<file path="src/rtl/imem_loader_pkg.sv">
// Shared types and constants for the instruction-memory boot loader.
// Optional trailing checksum is enabled with IMEM_LOADER_CHECKSUM_EN.
package imem_loader_pkg;

    localparam int unsigned COUNT_W     = 16;
    localparam int unsigned BYTE_W      = 8;
    localparam int unsigned WORD_W      = 32;
    localparam logic [7:0]  LOAD_HEADER = 8'hA5;

    typedef enum logic [2:0] {
        IDLE,
        LEN_HI,
        LEN_LO,
        DATA,
`ifdef IMEM_LOADER_CHECKSUM_EN
        CSUM,
`endif
        DONE,
        ERR
    } state_t;

    // A word count is usable only if nonzero and within the configured limit.
    function automatic logic len_legal(input logic [COUNT_W-1:0] n,
                                       input int unsigned max_words);
        return (n != '0) && (32'(n) <= max_words);
    endfunction

endpackage

</file>
<file path="src/rtl/imem_loader_byte_assembler.sv">
// Shifts bytes MSB-first into a 32-bit word and flags the cycle the 4th byte arrives.
module byte_assembler
    import imem_loader_pkg::*;
(
    input  logic              clk,
    input  logic              reset_n,
    input  logic              i_clear,
    input  logic              i_shift_en,
    input  logic [BYTE_W-1:0] i_byte,
    output logic [WORD_W-1:0] o_word_c,
    output logic              o_complete_c
);

    localparam int unsigned HOLD_W = WORD_W - BYTE_W;

    logic [HOLD_W-1:0] r_shift;
    logic [1:0]        r_idx;

    always_ff @(posedge clk or negedge reset_n) begin
        if (!reset_n) begin
            r_shift <= '0;
            r_idx   <= '0;
        end else if (i_clear) begin
            r_shift <= '0;
            r_idx   <= '0;
        end else if (i_shift_en) begin
            r_shift <= {r_shift[HOLD_W-BYTE_W-1:0], i_byte};
            r_idx   <= r_idx + 2'd1;
        end
    end

    // The incoming byte completes the word combinationally so it can be captured this edge.
    assign o_word_c     = {r_shift, i_byte};
    assign o_complete_c = i_shift_en && (r_idx == 2'd3);

endmodule

</file>
<file path="src/rtl/imem_loader.sv">
// Boot loader: parses an A5/count/words byte stream and writes instruction memory.
// Define IMEM_LOADER_CHECKSUM_EN to require a trailing mod-256 checksum byte.
module imem_loader
    import imem_loader_pkg::*;
#(
    parameter logic [31:0] BASE_ADDR = 32'h0000_0000,
    parameter int unsigned MAX_WORDS = 256
) (
    input  logic              clk,
    input  logic              reset_n,
    input  logic [BYTE_W-1:0] in_data,
    input  logic              in_valid,
    output logic              in_ready,
    input  logic              start,
    output logic              mem_we,
    output logic [WORD_W-1:0] mem_addr,
    output logic [WORD_W-1:0] mem_wdata,
    output logic              cpu_hold,
    output logic              done,
    output logic              error
);

    state_t               r_state;
    logic [COUNT_W-1:0]   r_len;
    logic [COUNT_W-1:0]   r_word_cnt;
    logic [WORD_W-1:0]    r_waddr;
`ifdef IMEM_LOADER_CHECKSUM_EN
    logic [BYTE_W-1:0]    r_csum;
`endif

    logic                 w_xfer;
    logic                 w_shift;
    logic                 w_clear;
    logic                 w_complete;
    logic                 w_last;
    logic [WORD_W-1:0]    w_word;
    logic [COUNT_W-1:0]   w_len_n;

    assign w_xfer  = in_valid && in_ready;
    assign w_shift = w_xfer && (r_state == DATA);
    assign w_clear = start && ((r_state == DONE) || (r_state == ERR));
    assign w_last  = (r_word_cnt == (r_len - COUNT_W'(1)));
    assign w_len_n = {r_len[COUNT_W-1:BYTE_W], in_data};

    byte_assembler u_asm (
        .clk          (clk),
        .reset_n      (reset_n),
        .i_clear      (w_clear),
        .i_shift_en   (w_shift),
        .i_byte       (in_data),
        .o_word_c     (w_word),
        .o_complete_c (w_complete)
    );

    // Frame FSM; handshake and status outputs are registered alongside the state.
    always_ff @(posedge clk or negedge reset_n) begin
        if (!reset_n) begin
            r_state    <= IDLE;
            r_len      <= '0;
            r_word_cnt <= '0;
            r_waddr    <= BASE_ADDR;
`ifdef IMEM_LOADER_CHECKSUM_EN
            r_csum     <= '0;
`endif
            in_ready   <= 1'b1;
            mem_we     <= 1'b0;
            mem_addr   <= BASE_ADDR;
            mem_wdata  <= '0;
            cpu_hold   <= 1'b1;
            done       <= 1'b0;
            error      <= 1'b0;
        end else begin
            mem_we <= 1'b0;
            case (r_state)
                IDLE: begin
                    if (w_xfer && (in_data == LOAD_HEADER)) begin
                        r_state <= LEN_HI;
                    end
                end
                LEN_HI: begin
                    if (w_xfer) begin
                        r_len[COUNT_W-1:BYTE_W] <= in_data;
                        r_state                 <= LEN_LO;
                    end
                end
                LEN_LO: begin
                    if (w_xfer) begin
                        r_len <= w_len_n;
                        if (len_legal(w_len_n, MAX_WORDS)) begin
                            r_state    <= DATA;
                            r_word_cnt <= '0;
                            r_waddr    <= BASE_ADDR;
`ifdef IMEM_LOADER_CHECKSUM_EN
                            r_csum     <= '0;
`endif
                        end else begin
                            r_state  <= ERR;
                            in_ready <= 1'b0;
                            error    <= 1'b1;
                        end
                    end
                end
                DATA: begin
`ifdef IMEM_LOADER_CHECKSUM_EN
                    if (w_xfer) begin
                        r_csum <= r_csum + in_data;
                    end
`endif
                    if (w_complete) begin
                        mem_we     <= 1'b1;
                        mem_addr   <= r_waddr;
                        mem_wdata  <= w_word;
                        r_waddr    <= r_waddr + WORD_W'(4);
                        r_word_cnt <= r_word_cnt + COUNT_W'(1);
                        if (w_last) begin
`ifdef IMEM_LOADER_CHECKSUM_EN
                            r_state  <= CSUM;
`else
                            r_state  <= DONE;
                            in_ready <= 1'b0;
                            cpu_hold <= 1'b0;
                            done     <= 1'b1;
`endif
                        end
                    end
                end
`ifdef IMEM_LOADER_CHECKSUM_EN
                CSUM: begin
                    if (w_xfer) begin
                        in_ready <= 1'b0;
                        if (in_data == r_csum) begin
                            r_state  <= DONE;
                            cpu_hold <= 1'b0;
                            done     <= 1'b1;
                        end else begin
                            r_state <= ERR;
                            error   <= 1'b1;
                        end
                    end
                end
`endif
                DONE, ERR: begin
                    if (start) begin
                        r_state    <= IDLE;
                        r_len      <= '0;
                        r_word_cnt <= '0;
                        r_waddr    <= BASE_ADDR;
`ifdef IMEM_LOADER_CHECKSUM_EN
                        r_csum     <= '0;
`endif
                        mem_addr   <= BASE_ADDR;
                        in_ready   <= 1'b1;
                        cpu_hold   <= 1'b1;
                        done       <= 1'b0;
                        error      <= 1'b0;
                    end
                end
                default: begin
                    r_state <= IDLE;
                end
            endcase
        end
    end

endmodule

</file>
<file path="config.mk">
export PLATFORM = sky130hd
export DESIGN_NAME = imem_loader
export DESIGN_NICKNAME = d
export VERILOG_FILES = /design/src/rtl/imem_loader_pkg.sv /design/src/rtl/imem_loader_byte_assembler.sv /design/src/rtl/imem_loader.sv
export SDC_FILE = /design/constraint.sdc
export NUM_CORES = 1
export LEC_CHECK = 0
export CAP_MARGIN = 40
export CELL_PAD_IN_SITES_DETAIL_PLACEMENT = 0
export CELL_PAD_IN_SITES_GLOBAL_PLACEMENT = 1
export CORE_ASPECT_RATIO = 1.75
export CORE_UTILIZATION = 40
export CTS_CLUSTER_SIZE = 30
export DETAILED_ROUTE_END_ITERATION = 12
export PLACE_DENSITY_LB_ADDON = 0.1
export SLEW_MARGIN = 30
export SYNTH_ARGS = -nofsm -noshare
export SYNTH_HDL_FRONTEND = slang
export SYNTH_SLANG_ARGS = --single-unit
</file>
<file path="constraint.sdc">
create_clock -name clk -period 3.1 [get_ports clk]
set_clock_uncertainty 0.05 [all_clocks]
set_input_delay 0.62 -clock clk [delete_from_list [all_inputs] [get_ports clk]]
set_output_delay 0.62 -clock clk [all_outputs]
set_load 0.05 [all_outputs]
</file>
==> run summary <==
F_max: 0.345 GHz
Ys async rst share: 100%
Crit path time final: 2900 ps
Initial antenna violation count: 0
Clk slew on worst S/H paths: 60 ps
Die Y: 182 um
Flops & latches, synth: 158
Worst hold slack: 133 ps
Total congestion overflow: 0
Vias/cell: 5.25
Area contributors post-synth: dfrtp_1 (53%), nand2_1 (13%), xnor2_1 (4.5%), o21ai_0 (4.1%), nand3_1 (3.2%)
Drt pass-1 iters: 5
Mean post-synth cell area: 8.90 um^2
Row count: 65
Effective utilization at floorplan: 41.0%
GPL Wtd Cong: 0.867
Startpoint types: register
Post-DR wirelength/cell: 16.9 um
Placed insts: 1127
# fillers: 1744
CTS tree: built
Adder-Cell Fraction of Synth Area: 0.675%
Register area share after synthesis: 53.4%
Post-synth cell types: 63
Layout Cells excl Fill: 1159
Yosys top cell area share: 52.7%
Root buffer cell: clkbuf_16
Slowest cell on crit path: or4b_1
Slew HR: 51.7%
Area delta synth->final: 24.1%
Clk Latency, worst-skew pair: 430 ps
Area leader, netlist: dfrtp_1
Ys flop type: dfrtp_1
PostCTS Resize Cnt: 0
H-Tree Depth: 4
Final WS setup: 202 ps
PD cells: 671 nW/um^2
Synth Area in Compound Gates: 9.37%
Fin. max-slew vios: 0
Place WS: -212 ps
Hold Crit Class: input pin to asynchronous set/reset pin
Cell chain of the critical path: inv_1, ha_1, or4b_1, nor4_1, o21ai_0, a31oi_1, o211ai_2, o311ai_1, nand2_1
Layout cell share with drive strength beyond 1: 8.22%
Antenna cells: 0
Worst r2r path cells: 9
P_leak: 4.20 nW
Largest net degree at the start of global routing: 70
Final Cycle Share: 93.5%
I/O Buffers: 78
Critical Path Fanout Max: 8
Synth cell count leaders: nand2_1 (247), dfrtp_1 (156), o21ai_0 (60), nor2_1 (59), nand3_1 (47)
Crit-path max cell delay: 630 ps
DR WL met2: 10.5 mm
Setup CP Type: register to register
Run status: complete, no violations
Worst vdd ir: 433 uV
Largest family of logic cells by synthesized area: simple AND/OR/NAND/NOR gates
Cts bufs inserted: 17
Core area: 18100 um^2
Total track usage: 22.0%
Most frequent cell after synthesis: nand2_1
Antenna viol nets, final: 0
Final Hold Vio Count: 0
Met1 WL: 8.04 mm
Worst EP arrival: 3160 ps
Tightest Pin Transition: 723 ps
Boundary Pins: 81
XOR/XNOR Fraction of Synth Area: 6.26%
Post-DP HPWL: 13.7 mm
Via count: 6079
Ys Warns: 0
CTS Buffer Depth: 2
Post-Synth Simple-Gate Area: 26.4%
Cells after Synth: 833
Synth Cell Area: 7410 um^2
First-pass GRT wire length: 32.6 mm
Total die area: 19100 um^2
Postcts setup bufs: 0
Final wirelength: 19.6 mm
Vias in the first global route: 6217
Max-Cap Viols: 0
Met3 WL: 542 um
1st-iter DRT viols: 297
CP Capture Type: register
Total clock sinks: 158
Final-stage net count: 928
Mux cell area share after synthesis: 0.135%
Top sig layer: met4
Post-synth EDFFs: 0
Setup Viol. Count Final: 0
DRC Markers: 0
RSZ-0062 raised after global routing: false
Die W: 105 um
WP data required: 3360 ps
# hold bufs at CTS: 0
==> worst paths after layout <==
kind	from	end	slack, ps
setup reg to reg	r_len[0]	r_state[1]	200
min in group clk	u_asm.r_shift[23]	mem_wdata[31]	420
max in group asynchronous	reset_n	mem_addr[17]	2130
hold / removal	reset_n	mem_wdata[1]	130
setup / recovery	r_len[0]	r_state[1]	200
hold reg to reg	u_asm.r_shift[23]	mem_wdata[31]	420
==> state kept, by name, indices dropped and copies added, names as in the netlist, 2 cells and up <==
register	cells
r_word_cnt	16
r_waddr	30
r_len	16
u_asm.r_shift	24
r_state	3
mem_wdata	32
u_asm.r_idx	2
mem_addr	30
==> layer usage <==
metal | track usage [%] | vias to the layer above
li1 | - | 2947
met1 | 25.9 | 2987
met2 | 39.1 | 116
met3 | 3.64 | 29
met4 | 9.92 | 0
met5 | 0 | -
==> through the flow <==
stage | cell area [um^2] | setup TNS [ps] | total power [mW] | utilization [%]
3_5_place_dp | 8590 | -6680 | 4.08 | 47.6
5_1_grt | 9200 | 0 | 6.52 | 50.9
2_1_floorplan | 7410 | 0 | 3.59 | -
6_report | 9200 | 0 | 6.17 | 50.9
4_1_cts | 9200 | 0 | 6.24 | 50.9
3_3_place_gp | 8590 | -5640 | 4.03 | 47.6
==> logic make-up after synthesis <==
logic type      Yosys count
fa+ha+maj                 4
xor+xnor                 53
simple gates            438
buf+inv                  66
compound gates          112
other cells               1
mux                       1
flops                   158
==> cell usage in the layout (no fill, tap or decap), drive strengths merged, types with 3 or more instances in the layout <==
cell type	Yosys	routed
nand2	247	247
dfrtp	156	156
clkdlybuf4s50	0	77
o21ai	68	68
nor2	59	59
nand3	47	47
xnor2	38	38
buf	13	29
clkbuf	34	23
nor3	22	22
inv	19	19
xor2	15	15
nand4	11	11
or3	11	11
nor4	11	11
a21oi	11	11
or4	6	6
and3	5	5
nor2b	4	4
ha	4	4
and2	3	3
a211oi	3	3
bufinv	0	3
clkinvlp	0	3
o22ai	3	3
or2	3	3
clkinv	0	3
==> power by group <==
group	internal [mW]	switching (mW)
Sequential	2.28	0.266
Clock	1.31	0.825
Combinational	0.553	0.937
Total	4.15	2.03
==> critical path: cells and delay by family, from the launching register on <==
family	cells	cell delay (ps)
AOI/OAI and AO/OA	4	990
adders and majority gates	1	200
DFF	1	430
and+or+nand+nor	3	1040
buffers and inverters	1	80
==> cell type report <==
type                            instances  area, um^2  area share [%]
Multi-Input combinational cell        610        3210            34.9
Clock buffer                           23         468            5.09
Clock inverter                          9         135            1.47
Sequential cell                       158        3960            43.0
Inverter                               19        71.3           0.776
Timing Repair Buffer                  106        1070            11.6
Tap cell                              234         293            3.18
No activity file was read; power rests on OpenSTA's default activity.
